<file path="src/rtl/nist_health_engine.sv">
`default_nettype none
// ============================================================================
//  Module   : nist_health_engine
//  Purpose  : Online health check for a raw random bit stream. It collects
//             N = 2^LOG2_N accepted bits. It then evaluates three tests on
//             that sequence:
//               - monobit      : |S| > MONO_LIM, where S = 2*ones - N
//               - block freq   : sum over blocks of (2c - M)^2 > BF_LIM
//               - runs         : |S| > PRE_LIM, or V outside [RUNS_LO, RUNS_HI]
//             In continuous mode the engine restarts collection straight
//             after evaluation. In single-shot mode it waits for start.
//  Ports    : clk, rst           - clock, synchronous active-high reset
//             start              - begin one sequence (single-shot mode only)
//             bit_valid, bit_in  - qualified input bit stream
//             busy               - collecting or evaluating
//             done               - one-cycle pulse after the result registers load
//             err_mono/bfreq/runs- per-test fail flags of the last sequence
//             err_sticky         - OR of every fail since reset
//             ones_cnt, runs_cnt - ones count / run count of the last sequence
//  Revision : 1.0 - initial release
// ============================================================================
module nist_health_engine #(
    parameter int unsigned LOG2_N     = 7,
    parameter int unsigned LOG2_M     = 3,
    parameter int unsigned MONO_LIM   = 29,
    parameter int unsigned PRE_LIM    = 44,
    parameter int unsigned BF_LIM     = 256,
    parameter int unsigned RUNS_LO    = 48,
    parameter int unsigned RUNS_HI    = 80,
    parameter bit          CONTINUOUS = 1'b1
) (
    input  logic              clk,
    input  logic              rst,
    input  logic              start,
    input  logic              bit_valid,
    input  logic              bit_in,
    output logic              busy,
    output logic              done,
    output logic              err_mono,
    output logic              err_bfreq,
    output logic              err_runs,
    output logic              err_sticky,
    output logic [LOG2_N:0]   ones_cnt,
    output logic [LOG2_N:0]   runs_cnt
);

    localparam int unsigned c_N     = 2 ** LOG2_N;
    localparam int unsigned c_M     = 2 ** LOG2_M;
    localparam int          c_CNT_W = LOG2_N + 1;
    localparam int          c_BLK_W = LOG2_M + 1;
    localparam int          c_DEV_W = LOG2_M + 2;
    localparam int          c_ACC_W = LOG2_N + LOG2_M + 1;
    localparam int          c_S_W   = LOG2_N + 2;

    typedef enum logic [1:0] {
        ST_IDLE    = 2'd0,
        ST_COLLECT = 2'd1,
        ST_EVAL    = 2'd2
    } state_t;

    localparam state_t c_RST_STATE = CONTINUOUS ? ST_COLLECT : ST_IDLE;

    state_t                r_state;
    state_t                w_state_next;
    logic                  w_accept;
    logic                  w_eval;

    logic [c_CNT_W-1:0]    r_bit_cnt;
    logic [c_CNT_W-1:0]    r_ones;
    logic [c_CNT_W-1:0]    r_runs;
    logic [c_BLK_W-1:0]    r_blk;
    logic [c_ACC_W-1:0]    r_acc;
    logic                  r_prev;

    logic                  r_eval_q;
    logic                  r_done;
    logic                  r_busy;
    logic                  r_err_mono;
    logic                  r_err_bfreq;
    logic                  r_err_runs;
    logic                  r_err_sticky;
    logic [c_CNT_W-1:0]    r_ones_cnt;
    logic [c_CNT_W-1:0]    r_runs_cnt;

    logic                  w_last_bit;
    logic                  w_blk_end;
    logic [c_BLK_W-1:0]    w_blk_new;
    logic [c_DEV_W-1:0]    w_c2;
    logic [c_DEV_W-1:0]    w_dev;
    logic [c_ACC_W-1:0]    w_sq;
    logic signed [c_S_W-1:0] w_s;
    logic [c_S_W-1:0]      w_s_abs;
    logic                  w_fail_mono;
    logic                  w_fail_bfreq;
    logic                  w_fail_runs;

    // ------------------------------------------------------------------
    // Control FSM
    // ------------------------------------------------------------------
    always_ff @(posedge clk) begin
        if (rst) begin
            r_state <= c_RST_STATE;
        end else begin
            r_state <= w_state_next;
        end
    end

    always_comb begin
        w_state_next = r_state;
        w_accept     = 1'b0;
        w_eval       = 1'b0;
        case (r_state)
            ST_IDLE: begin
                if (start) begin
                    w_state_next = ST_COLLECT;
                end
            end
            ST_COLLECT: begin
                w_accept = bit_valid;
                if (bit_valid && w_last_bit) begin
                    w_state_next = ST_EVAL;
                end
            end
            ST_EVAL: begin
                // Single evaluation cycle; any bit presented now is dropped.
                w_eval       = 1'b1;
                w_state_next = CONTINUOUS ? ST_COLLECT : ST_IDLE;
            end
            default: begin
                w_state_next = c_RST_STATE;
            end
        endcase
    end

    // ------------------------------------------------------------------
    // Per-bit datapath arithmetic
    // ------------------------------------------------------------------
    // r_bit_cnt holds the index of the bit being accepted this cycle.
    assign w_last_bit = (r_bit_cnt == c_CNT_W'(c_N - 1));
    assign w_blk_end  = ((r_bit_cnt & c_CNT_W'(c_M - 1)) == c_CNT_W'(c_M - 1));
    assign w_blk_new  = r_blk + c_BLK_W'(bit_in);

    // |2c - M| lies in 0..M. Its square is at most M^2, and N/M blocks sum
    // to at most N*M, so the accumulator width cannot overflow.
    assign w_c2  = {w_blk_new, 1'b0};
    assign w_dev = (w_c2 >= c_DEV_W'(c_M)) ? (w_c2 - c_DEV_W'(c_M))
                                           : (c_DEV_W'(c_M) - w_c2);
    assign w_sq  = c_ACC_W'(w_dev) * c_ACC_W'(w_dev);

    // S = 2*ones - N lies in [-N, N]. That range fits the signed width.
    assign w_s     = $signed({r_ones, 1'b0} - c_S_W'(c_N));
    assign w_s_abs = w_s[c_S_W-1] ? $unsigned(-w_s) : $unsigned(w_s);

    assign w_fail_mono  = (32'(w_s_abs) > MONO_LIM);
    assign w_fail_bfreq = (64'(r_acc) > 64'(BF_LIM));
    assign w_fail_runs  = (32'(w_s_abs) > PRE_LIM)
                        || (32'(r_runs) < RUNS_LO)
                        || (32'(r_runs) > RUNS_HI);

    // ------------------------------------------------------------------
    // Working counters and result registers
    // ------------------------------------------------------------------
    always_ff @(posedge clk) begin
        if (rst) begin
            r_bit_cnt    <= '0;
            r_ones       <= '0;
            r_runs       <= '0;
            r_blk        <= '0;
            r_acc        <= '0;
            r_prev       <= 1'b0;
            r_eval_q     <= 1'b0;
            r_done       <= 1'b0;
            r_busy       <= 1'b0;
            r_err_mono   <= 1'b0;
            r_err_bfreq  <= 1'b0;
            r_err_runs   <= 1'b0;
            r_err_sticky <= 1'b0;
            r_ones_cnt   <= '0;
            r_runs_cnt   <= '0;
        end else begin
            if (w_eval) begin
                r_err_mono   <= w_fail_mono;
                r_err_bfreq  <= w_fail_bfreq;
                r_err_runs   <= w_fail_runs;
                r_err_sticky <= r_err_sticky | w_fail_mono | w_fail_bfreq | w_fail_runs;
                r_ones_cnt   <= r_ones;
                r_runs_cnt   <= r_runs;
                // Clearing here leaves a clean slate for both restart paths.
                r_bit_cnt    <= '0;
                r_ones       <= '0;
                r_runs       <= '0;
                r_blk        <= '0;
                r_acc        <= '0;
                r_prev       <= 1'b0;
            end else if (w_accept) begin
                r_bit_cnt <= r_bit_cnt + 1'b1;
                r_ones    <= r_ones + c_CNT_W'(bit_in);
                if (w_blk_end) begin
                    r_acc <= r_acc + w_sq;
                    r_blk <= '0;
                end else begin
                    r_blk <= w_blk_new;
                end
                if (r_bit_cnt == '0) begin
                    r_runs <= c_CNT_W'(1);
                end else if (bit_in != r_prev) begin
                    r_runs <= r_runs + 1'b1;
                end
                r_prev <= bit_in;
            end
            // done trails the result load by one cycle. It therefore lands two
            // edges after the edge that accepts the final bit.
            r_eval_q <= w_eval;
            r_done   <= r_eval_q;
            r_busy   <= (w_state_next != ST_IDLE);
        end
    end

    assign busy       = r_busy;
    assign done       = r_done;
    assign err_mono   = r_err_mono;
    assign err_bfreq  = r_err_bfreq;
    assign err_runs   = r_err_runs;
    assign err_sticky = r_err_sticky;
    assign ones_cnt   = r_ones_cnt;
    assign runs_cnt   = r_runs_cnt;

endmodule
`default_nettype wire

</file>
<file path="config.mk">
export PLATFORM = sky130hd
export DESIGN_NAME = nist_health_engine
export DESIGN_NICKNAME = d
export VERILOG_FILES = /design/src/rtl/nist_health_engine.sv
export SDC_FILE = /design/constraint.sdc
export NUM_CORES = 1
export LEC_CHECK = 0
export ABC_AREA = 1
export ABC_CLOCK_PERIOD_IN_PS = 16100
export CAP_MARGIN = 20
export CORE_MARGIN = 2
export CORE_UTILIZATION = 63
export DETAILED_ROUTE_END_ITERATION = 10
export GPL_ROUTABILITY_DRIVEN = 1
export PLACE_DENSITY_LB_ADDON = 0.05
export SKIP_LAST_GASP = 1
export SYNTH_ARGS = -nofsm -noshare
export SYNTH_HDL_FRONTEND = slang
export SYNTH_SLANG_ARGS = --single-unit
</file>
<file path="constraint.sdc">
create_clock -name clk -period 16.1 [get_ports clk]
set_input_delay 4.83 -clock clk [delete_from_list [all_inputs] [get_ports clk]]
set_output_delay 4.83 -clock clk [all_outputs]
set_load 0.005 [all_outputs]
</file>
# Yosys cells after proc, flatten, opt, wreduce, memory -nomap -nowiden

Index checks and enable logic that the tools add are counted.
W data, S select, Z words.

Eq/ne operators: 5
Muxes and demuxes: 10
$mul: 1
Bitwise operators: 3
$add $sub $neg: 9
Reduce and logical (&&, ||, !) cells: 10
Order comparisons: 6

Operators by type and width:

| operator              | count |
|---|---|
| $add A8 B1 Y8 const B | 2 |
| $mux W8               | 2 |
| $add A11 B10 Y11      | 1 |
| $gt A11 B9 Y1 const B | 1 |
| $mul A5 B5 Y10        | 1 |
| $gt A9 B5 Y1 const B  | 1 |
| $gt A9 B6 Y1 const B  | 1 |
| $mux W9               | 1 |
| $neg A9 Y9            | 1 |
| $sub A9 B8 Y9 const B | 1 |
| $add A8 B1 Y8         | 1 |
| $eq A8 B7 Y1 const B  | 1 |
| $gt A8 B7 Y1 const B  | 1 |
| $logic_not A8 Y1      | 1 |
| $lt A8 B6 Y1 const B  | 1 |
| $ge A5 B4 Y1 const B  | 1 |
| $mux W5               | 1 |
| $sub A4 B5 Y5 const A | 1 |
| $sub A5 B4 Y5 const B | 1 |
| $add A4 B1 Y4         | 1 |
| $mux W2               | 2 |
| $mux W4               | 1 |
| $pmux W2 S2           | 1 |
| $reduce_and A2 Y1     | 2 |
| other kinds (11)      | 16 |

Bits in registers: 65

# Longest topological paths before layout

Gate-level depths: netlist of the first run.

Word-level depth: 7
Gate-level depth with buffers: 24
Mapped depth without buffers: 24

# Least setup slack after synthesis of the first run

No wires, ideal clock.

Path kind: in2reg
Start point: input port bit_in
End point: register r_acc[8]
Path slack: 7.529 ns
Buffers on the path: 0
Arrival time: 8.463 ns
Cell stages on the path: 23
Cells stage by stage: ha_1 > ha_1 > inv_1 > nand2_1 > nand2_2 > ha_1 > inv_1 > nor2_1 > xor2_1 > inv_1 > nor2_1 > ha_1 > ha_1 > inv_1 > fa_1 > inv_1 > ha_1 > fa_1 > a31oi_1 > xor2_1 > nand2_1 > nand2_1 > inv_1

Word-level cells in the longest chain between the ends: 5
Elaborated cells on any way between the ends: 7
Classes of those cells: add/sub: 4; mul: 1; order compare: 1; mux: 1

Ends and longest elaborated chain:

| element                               | line | RTL |
|---|---|---|
| from (decl)                           | 36   | `input logic bit_in,` |
| $add A4 B1 Y4 (*)                     | 141  | `assign w_blk_new = r_blk + c_BLK_W'(bit_in);` |
| $sub A4 B5 Y5 (tied with other cells) | 147  | `: (c_DEV_W'(c_M) - w_c2);` |
| $mux W5 (*)                           | 146  | `assign w_dev = (w_c2 >= c_DEV_W'(c_M)) ? (w_c2 - c_DEV_W'(c_M))` |
| $mul A5 B5 Y10 (*)                    | 148  | `assign w_sq = c_ACC_W'(w_dev) * c_ACC_W'(w_dev);` |
| $add A11 B10 Y11 (*)                  | 199  | `r_acc <= r_acc + w_sq;` |
| to (signal assigned)                  | 199  |  |
| to (decl)                             | 72   | `logic [c_ACC_W-1:0] r_acc;` |

Mark *: on every way between the ends. The rest lies on a longest branch, timed or not.
A chain may end at the register's enable or synchronous reset.

# Worst setup path in the final report of the first run

Same ends and word-level chain as after synthesis.

==> results.tsv, run 1 <==
metric	value	unit
outcome	finished clean	
Worst Hold End	done	
syn_nets	534	
HP Class	flip-flop to flip-flop	
post-synthesis cell type count	42	
via count	3259	
Yosys warnings	0	
starting density of the core	0.6563	
Startpoint Class	input pin	
Synth async-reset ratio	0	
final hold viol count	0	
CTS Sinks	63	
Crit Path Category	input pin to flip-flop	
CTS tree	done	
drt initial violations	146	
clock latency on the worst-skew pair	0.35	ns
Max Slew Vio Count	0	
final WL	7823	um
final net count	563	
Synth area leaders	dfxtp_1, ha_1, nand2_1, inv_1, a21oi_1	
Clock Root Buffer	clkbuf_8	
Hold Crit Start	r_eval_q	
Pleak	1.928	nW
gate count after technology mapping	492	
Slew @ Worst Pin	0.6474	ns
port bufs	26	
Post-Syn Area	0.003636	sq mm
Final period util	0.5638	
DR WL/cell	13.08	um
fmax	110.2	MHz
hold_ws	0.4228	ns
Layout Utilization	0.7552	
# Post-CTS Setup Buffers	0	
flop-to-flop setup slack	11.76	ns
CTS clk-pin slew, worst paths	0.08	ns
Synth Area per Inst	7.390	sq um
Area growth syn-to-layout	15.07	%
max_cap viols	0	
setup TNS	0	ns
initial antenna violation count	0	
setup violators final	0	
largest net degree at the start of global routing	40	
die area	0.006395	sq mm
DIE HEIGHT	79.97	um
ant diodes	0	
core footprint	0.005540	sq mm
commonest cells after routing, fill and taps aside	nand2_1, inv_1, dfxtp_1	
ys flop type	dfxtp_1	
Filler cells	437	
# DRC	0	
reg2reg start	r_blk[0]	
Die X	79.97	um
unrepaired setup endpoints after global routing	no	
CTS resizes	0	
Rows	27	
Hold-fix buffers, CTS	0	
R2R cell count	23	
DP Wirelength	5762	um
first-pass iteration count of the detailed router	4	
DRT antenna net count	0	
vias per inst	5.450	
Crit. End Element	flip-flop	
Crit Path Max Fanout	5	
RD Place Congestion	0.9092	
htree depth	3	
Slew headroom	0.5679	
number of synthesized flops with an enable pin	0	
Worst EP arrival	9.33	ns
PwrDens	89.73	mW/mm^2
hold path depth	2	
min Tclk post-route	9.076	ns
WP data required	16.35	ns
cts bufs inserted	9	
worst r2r dst	r_acc[8]	
Top Ports	27	
clk buf depth	2	
commonest non-fill, non-tap cell in the layout	nand2_1	
register area share after synthesis	0.3469	
peak supply drop	0.00006018	V
total congestion overflow	0	
first-pass GRT wire length	13250	um
Synth top area share	0.3469	
Clock Skew	0.01011	ns
flops & latches, synth	63	
GRT Util Overall	0.2674	
cell taking the most area after synthesis	dfxtp_1	
vias in the first global route	3052	
layout cells sized above 1	0.09316	
## layout make-up
cell class,instances,area (sq um),area share
well taps,72,90.09,0.02153
clock inverters,6,108.9,0.02602
flip-flops and latches,63,1261,0.3014
inverters,79,300.3,0.07177
multi-input cells,341,2028,0.4848
repair buffers,27,267.8,0.06400
clock buffers,10,127.6,0.03050
## flip-flops by register name, summed over array words and instances (netlist names)
signal / count
runs_cnt: 8
done: 1
r_runs: 8
busy: 1
r_acc: 9
ones_cnt: 8
r_eval_q: 1
r_blk: 4
err_mono: 1
r_bit_cnt: 8
err_sticky: 1
r_prev: 1
err_runs: 1
err_bfreq: 1
r_state: 2
r_ones: 8
## cell usage after synthesis, drive strengths merged, types with 2 or more instances
library cell and number:
a31oi 5, clkbuf 2, buf 7, nor3 9, nand4 12, o21a 2
xnor2 2, xor2 7, dfxtp 63, nor2 42, ha 32, fa 5
o21ai 35, a21oi 34, nand3 31, nand3b 2, a22o 2, nand2 113
inv 78
## metrics by stage
step / total power [mW] / cell area (sq um) / instances / setup WS [ns]
detailed placement: 0.2132 / 3948 / 582 / 6.671
finish: 0.3754 / 4184 / 598 / 7.024
global placement: 0.2111 / 3948 / 582 / 6.859
global route: 0.3930 / 4184 / 598 / 6.608
CTS: 0.3768 / 4184 / 598 / 7.025
floorplan: 0.2019 / 3636 / 492 / 7.529
## per-layer routing
layer,up-vias,part of all wire,routed length [um],track usage
li1,1657,-,-,-
met1,1507,0.44,3452,0.3194
met2,78,0.49,3817,0.4500
met3,17,0.047,370,0.07240
met4,0,0.023,182,0.1136
met5,-,0,0,0
## power by group
| group | internal (mW) | leakage (nW) | switching, mW |
|---|---|---|---|
| sequential | 0.158 | 0.510 | 0.00207 |
| combinational | 0.0179 | 1.30 | 0.0323 |
| clock | 0.103 | 0.120 | 0.0624 |
| total | 0.279 | 1.93 | 0.0968 |
## cell families after synthesis
group,count (synthesis),share of synthesized area
buf+inv,88,0.09532
fa+ha+maj,37,0.1376
simple gates,212,0.2712
xor+xnor,9,0.02375
compound gates,83,0.1253
flops,63,0.3469
## worst max-delay path, stage by stage
cell and delay, ns:
clkdlybuf4s50_1 0.49, ha_1 0.27, ha_1 0.19, inv_1 0.05, nand2_1 0.06, nand2_2 0.13, ha_1 0.26, inv_1 0.06
nor2_1 0.12, xor2_1 0.22, inv_1 0.11, nor2_1 0.17, ha_1 0.27, ha_1 0.27, inv_1 0.05, fa_1 0.53
inv_1 0.04, ha_1 0.23, fa_1 0.44, a31oi_1 0.22, xor2_1 0.17, nand2_1 0.06, nand2_1 0.05, inv_1 0.03
## worst max-delay path by stage
stage | depth (start not counted) | to | from | slack (ns)
3_5_place_dp | 24 | r_acc[8] | bit_in | 6.67
6_report | 24 | r_acc[8] | bit_in | 7.02
2_1_floorplan | 23 | r_acc[8] | bit_in | 7.53
4_1_cts | 24 | r_acc[8] | bit_in | 7.03
3_3_place_gp | 24 | r_acc[8] | bit_in | 6.86
5_1_grt | 23 | r_acc[8] | bit_in | 6.61
Power figures use the tool's default switching activity.
==> inputs of run 2 (changes only) <==
--- a/config.mk
+++ b/config.mk
@@ -6,10 +6,10 @@
 export NUM_CORES = 1
 export LEC_CHECK = 0
 export ABC_AREA = 1
-export ABC_CLOCK_PERIOD_IN_PS = 16100
+export ABC_CLOCK_PERIOD_IN_PS = 9250
 export CAP_MARGIN = 20
 export CORE_MARGIN = 2
-export CORE_UTILIZATION = 63
+export CORE_UTILIZATION = 59
 export DETAILED_ROUTE_END_ITERATION = 10
 export GPL_ROUTABILITY_DRIVEN = 1
 export PLACE_DENSITY_LB_ADDON = 0.05
==> constraint.sdc (replaced) <==
create_clock -name clk -period 9.25 [get_ports clk]
set_input_delay 2.775 -clock clk [delete_from_list [all_inputs] [get_ports clk]]
set_output_delay 2.775 -clock clk [all_outputs]
set_load 0.005 [all_outputs]
==> run 2 against run 1 <==
Die area up 6.4%. Largest power group is now registers. Highest routed layer unchanged. Clock skew rose by 0.0022 ns. Sequential cell count stayed put. Largest cell class unchanged. Combinational power increased by 73%. Sequential share of layout area up 0.14 points. Setup slack got worse by 4.8 ns. Core utilization is 5.6 points lower.
==> results.tsv, run 2 (synthesis results as in run 1) <==
metric	value	unit
Biggest register	r_acc	
WP data required	9.49	ns
R2R cell count	23	
largest net degree at the start of global routing	40	
final WL	7849	um
final instance area	0.004164	sq mm
Max Slew Vio Count	0	
first-pass GRT wire length	13050	um
fmax	142.8	MHz
ant diodes	0	
Hold-fix buffers, CTS	0	
min Tclk post-route	7.002	ns
multi-input logic area	0.002028	sq mm
cts bufs inserted	9	
Slew headroom	0.5804	
setup violators final	0	
layout cells sized above 1	0.09316	
first-pass iteration count of the detailed router	5	
worst r2r dst	r_acc[8]	
GRT Util Overall	0.2493	
Rows	28	
Clock Root Buffer	clkbuf_8	
unrepaired setup endpoints after global routing	no	
vias per inst	5.438	
Top Ports	27	
max_cap viols	0	
Pleak	1.910	nW
core footprint	0.005956	sq mm
Filler cells	522	
Slew @ Worst Pin	0.6287	ns
power after layout	0.6254	mW
Crit Path Max Fanout	5	
flop-to-flop setup slack	4.95	ns
Layout Utilization	0.6992	
clk buf depth	2	
Worst EP arrival	7.24	ns
Hold Crit Start	r_eval_q	
# Post-CTS Setup Buffers	0	
via count	3268	
commonest non-fill, non-tap cell in the layout	nand2_1	
crit path capture	r_acc[8]	
htree depth	3	
port bufs	26	
clock latency on the worst-skew pair	0.34	ns
vias in the first global route	2976	
Startpoint Class	input pin	
CTS clk-pin slew, worst paths	0.08	ns
post-route insts no fill	601	
max reg flops	9	
starting density of the core	0.6105	
outcome	finished clean	
Die X	82.50	um
die area	0.006806	sq mm
# DRC	0	
Crit. End Element	flip-flop	
final hold viol count	0	
total congestion overflow	0	
FF/Latch Area	0.001261	sq mm
placed insts	585	
CTS tree	done	
DP Area	0.003951	sq mm
reg2reg start	r_blk[0]	
setup TNS	0	ns
DRT antenna net count	0	
RD Place Congestion	0.8963	
CTS resizes	0	
Worst Setup SP	bit_in	
drt initial violations	194	
DIE HEIGHT	82.50	um
Clock Skew	0.01229	ns
final net count	563	
DP Wirelength	5643	um
Final period util	0.7570	
DR WL/cell	13.06	um
peak supply drop	0.00008868	V
initial antenna violation count	0	
HP Class	flip-flop to flip-flop	
commonest cells after routing, fill and taps aside	nand2_1, inv_1, dfxtp_1	
Area growth syn-to-layout	14.52	%
PwrDens	150.2	mW/mm^2
CTS Sinks	63	
Crit Path Category	input pin to flip-flop	
[run 2: cell types whose count changed in the layout (fill, tap and decap cells not counted), sizes merged]
cell,delta
clkinv,-1
clkinvlp,+2
bufinv,-1
[run 2: how the worst min path moves through the flow]
stage          endpoint  slack [ns]  cells past startpoint
2_1_floorplan      done        0.39                      2
3_3_place_gp       done        0.44                      2
3_5_place_dp       done        0.43                      2
4_1_cts            done        0.43                      2
5_1_grt            done        0.43                      2
6_report           done        0.44                      2
[run 2: per-stage QoR]
stage / hold slack, ns / setup slack [ns]
floorplan: 0.3883 / 2.734
global placement: 0.4383 / 2.056
detailed placement: 0.4324 / 1.891
CTS: 0.4261 / 2.227
global route: 0.4312 / 1.905
finish: 0.4383 / 2.248
[run 2: metal layers]
metal  vias to the layer above  global-route usage  wire length [um]  part of all wire
li1                       1662                   -                 -                 -
met3                        17             0.04022               345             0.044
met2                        94              0.4339              3692              0.47
met5                         -                   0                 0                 0
met4                         0             0.08852               149             0.019
met1                      1495              0.3114              3661              0.47
[run 2: where the power goes]
part	leakage [nW]	total, mW	switching (mW)	internal (mW)
logic	1.30	0.0872	0.0561	0.0311
registers	0.510	0.279	0.00363	0.275
clock network	0.102	0.259	0.108	0.151
total	1.91	0.625	0.168	0.457
[run 2: critical path: stages]
cell and delay [ns]:
clkdlybuf4s50_1 0.50, ha_1 0.27, ha_1 0.19, inv_1 0.05, nand2_1 0.06, nand2_2 0.12, ha_1 0.25, inv_1 0.06
nor2_1 0.11, xor2_1 0.23, inv_1 0.11, nor2_1 0.16, ha_1 0.26, ha_1 0.27, inv_1 0.05, fa_1 0.52
inv_1 0.04, ha_1 0.23, fa_1 0.45, a31oi_1 0.22, xor2_1 0.16, nand2_1 0.07, nand2_1 0.06, inv_1 0.03
[run 2: final cells by class]
cell class | count | share of cell area
multi-input cells | 341 | 0.4871
clock inverters | 6 | 0.02043
repair buffers | 27 | 0.06430
clock buffers | 10 | 0.03065
well taps | 75 | 0.02254
flip-flops and latches | 63 | 0.3029
inverters | 79 | 0.07212
==> inputs of run 3 (changes only) <==
--- a/config.mk
+++ b/config.mk
@@ -6,7 +6,7 @@
 export NUM_CORES = 1
 export LEC_CHECK = 0
 export ABC_AREA = 1
-export ABC_CLOCK_PERIOD_IN_PS = 9250
+export ABC_CLOCK_PERIOD_IN_PS = 6650
 export CAP_MARGIN = 20
 export CORE_MARGIN = 2
 export CORE_UTILIZATION = 59
==> constraint.sdc (replaced) <==
create_clock -name clk -period 6.65 [get_ports clk]
set_input_delay 1.995 -clock clk [delete_from_list [all_inputs] [get_ports clk]]
set_output_delay 1.995 -clock clk [all_outputs]
set_load 0.005 [all_outputs]
==> run 3 against run 2 <==
Non-clock buffer count increased by 2. Core utilization fell by 0.57 points. Power grew 28%. Critical path type unchanged. Largest cell class unchanged.
==> results.tsv, run 3 (synthesis results as in run 1) <==
metric	value	unit
via count	3157	
placed insts	587	
GRT Util Overall	0.2484	
final hold viol count	0	
Hold-fix buffers, CTS	0	
R2R cell count	23	
Max Slew Vio Count	0	
final net count	565	
Die X	82.50	um
Clock Root Buffer	clkbuf_8	
clock latency on the worst-skew pair	0.34	ns
FF/Latch Area	0.001261	sq mm
Layout Utilization	0.6935	
DRT antenna net count	0	
CTS Sinks	63	
Startpoint Class	input pin	
cts bufs inserted	9	
first-pass GRT wire length	12840	um
CTS resizes	0	
largest net degree at the start of global routing	40	
Worst Hold End	done	
fmax	163.4	MHz
min Tclk post-route	6.121	ns
Clock Skew	0.01055	ns
Hold Crit Start	r_eval_q	
starting density of the core	0.6105	
ant diodes	0	
outcome	finished clean	
Clk pwr share	0.361	
# Post-CTS Setup Buffers	0	
Slew headroom	0.5845	
dpl ws	0.1599	ns
setup violators final	0	
Biggest register	r_acc	
clk buf depth	2	
setup TNS	0	ns
Top Ports	27	
flop-to-flop setup slack	2.32	ns
final instance area	0.004130	sq mm
worst setup margin	0.5293	ns
reg2reg start	r_blk[0]	
power after layout	0.7999	mW
CTS tree	done	
CTS clk-pin slew, worst paths	0.07	ns
Worst EP arrival	6.36	ns
initial antenna violation count	0	
port bufs	26	
PwrDens	193.7	mW/mm^2
DIE HEIGHT	82.50	um
WP data required	6.89	ns
max reg flops	9	
layout cells sized above 1	0.09125	
Rows	28	
total congestion overflow	0	
vias per inst	5.253	
worst r2r dst	r_acc[8]	
DP Wirelength	5603	um
hold path depth	2	
multi-input logic area	0.002028	sq mm
Pleak	1.902	nW
Area growth syn-to-layout	13.59	%
Crit. End Element	flip-flop	
peak supply drop	0.0001560	V
DP Area	0.003966	sq mm
HP Class	flip-flop to flip-flop	
Comb pwr share	0.153	
Filler cells	505	
switching share of total power	0.2756	
Sw Pwr	0.2205	mW
Final period util	0.9204	
max_cap viols	0	
final WL	7578	um
DR WL/cell	12.61	um
post-route insts no fill	601	
die area	0.006806	sq mm
commonest cells after routing, fill and taps aside	nand2_1, inv_1, dfxtp_1	
unrepaired setup endpoints after global routing	no	
Crit Path Max Fanout	5	
RD Place Congestion	0.8615	
Int Power	0.5794	mW
Slew @ Worst Pin	0.6225	ns
vias in the first global route	2956	
first-pass iteration count of the detailed router	5	
Crit Path Category	input pin to flip-flop	
Sequential Power Share	0.485	
drt initial violations	137	
core footprint	0.005956	sq mm
htree depth	3	
# DRC	0	
hold_ws	0.4338	ns
commonest non-fill, non-tap cell in the layout	nand2_1	
run 3: cell types whose count changed in the layout (fill, tap and decap cells not counted):
cell / previous run / this run
buf_4: 1 / 3
bufinv_16: 2 / 0
clkbuf_8: 9 / 11
clkinvlp_4: 2 / 0
clkbuf_1: 1 / 2
clkinv_2: 3 / 2
run 3: metal layers:
metal / share of wire / vias up / track usage
met4: 0.017 / 0 / 0.09508
met1: 0.48 / 1425 / 0.2960
li1: - / 1660 / -
met3: 0.034 / 12 / 0.06413
met5: 0 / - / 0
met2: 0.47 / 60 / 0.4282
run 3: critical path, cell delays in order:
cell and delay (ns):
clkdlybuf4s50_1 0.43, ha_1 0.24, ha_1 0.20, inv_1 0.05
nand2_1 0.06, nand2_2 0.12, ha_1 0.25, inv_1 0.06
nor2_1 0.11, xor2_1 0.23, inv_1 0.12, nor2_1 0.17
ha_1 0.26, ha_1 0.27, inv_1 0.05, fa_1 0.53
inv_1 0.04, ha_1 0.23, fa_1 0.43, a31oi_1 0.21
xor2_1 0.16, nand2_1 0.06, nand2_1 0.06, inv_1 0.03
run 3: worst max-delay path by stage:
stage	start	cells after the start	slack, ns	end
after global routing	bit_in	24	0.13	r_acc[8]
after CTS	bit_in	24	0.52	r_acc[8]
after floorplan	bit_in	23	0.91	r_acc[8]
after global placement	bit_in	24	0.34	r_acc[8]
after detailed placement	bit_in	24	0.16	r_acc[8]
final	bit_in	24	0.53	r_acc[8]
run 3: final cells by class:
type	count	share of cell area
multi-input cells	341	0.4911
repair buffers	29	0.06846
inverters	79	0.07271
well taps	75	0.02272
flip-flops and latches	63	0.3054
clock buffers	13	0.03847
clock inverters	1	0.001212
run 3: power groups by stage:
stage	sequential, mW	clock (mW)	combinational (mW)
floorplan	0.395	0	0.0932
global placement	0.397	0	0.116
detailed placement	0.397	0	0.123
CTS	0.388	0.295	0.123
global route	0.389	0.308	0.145
finish	0.388	0.289	0.123
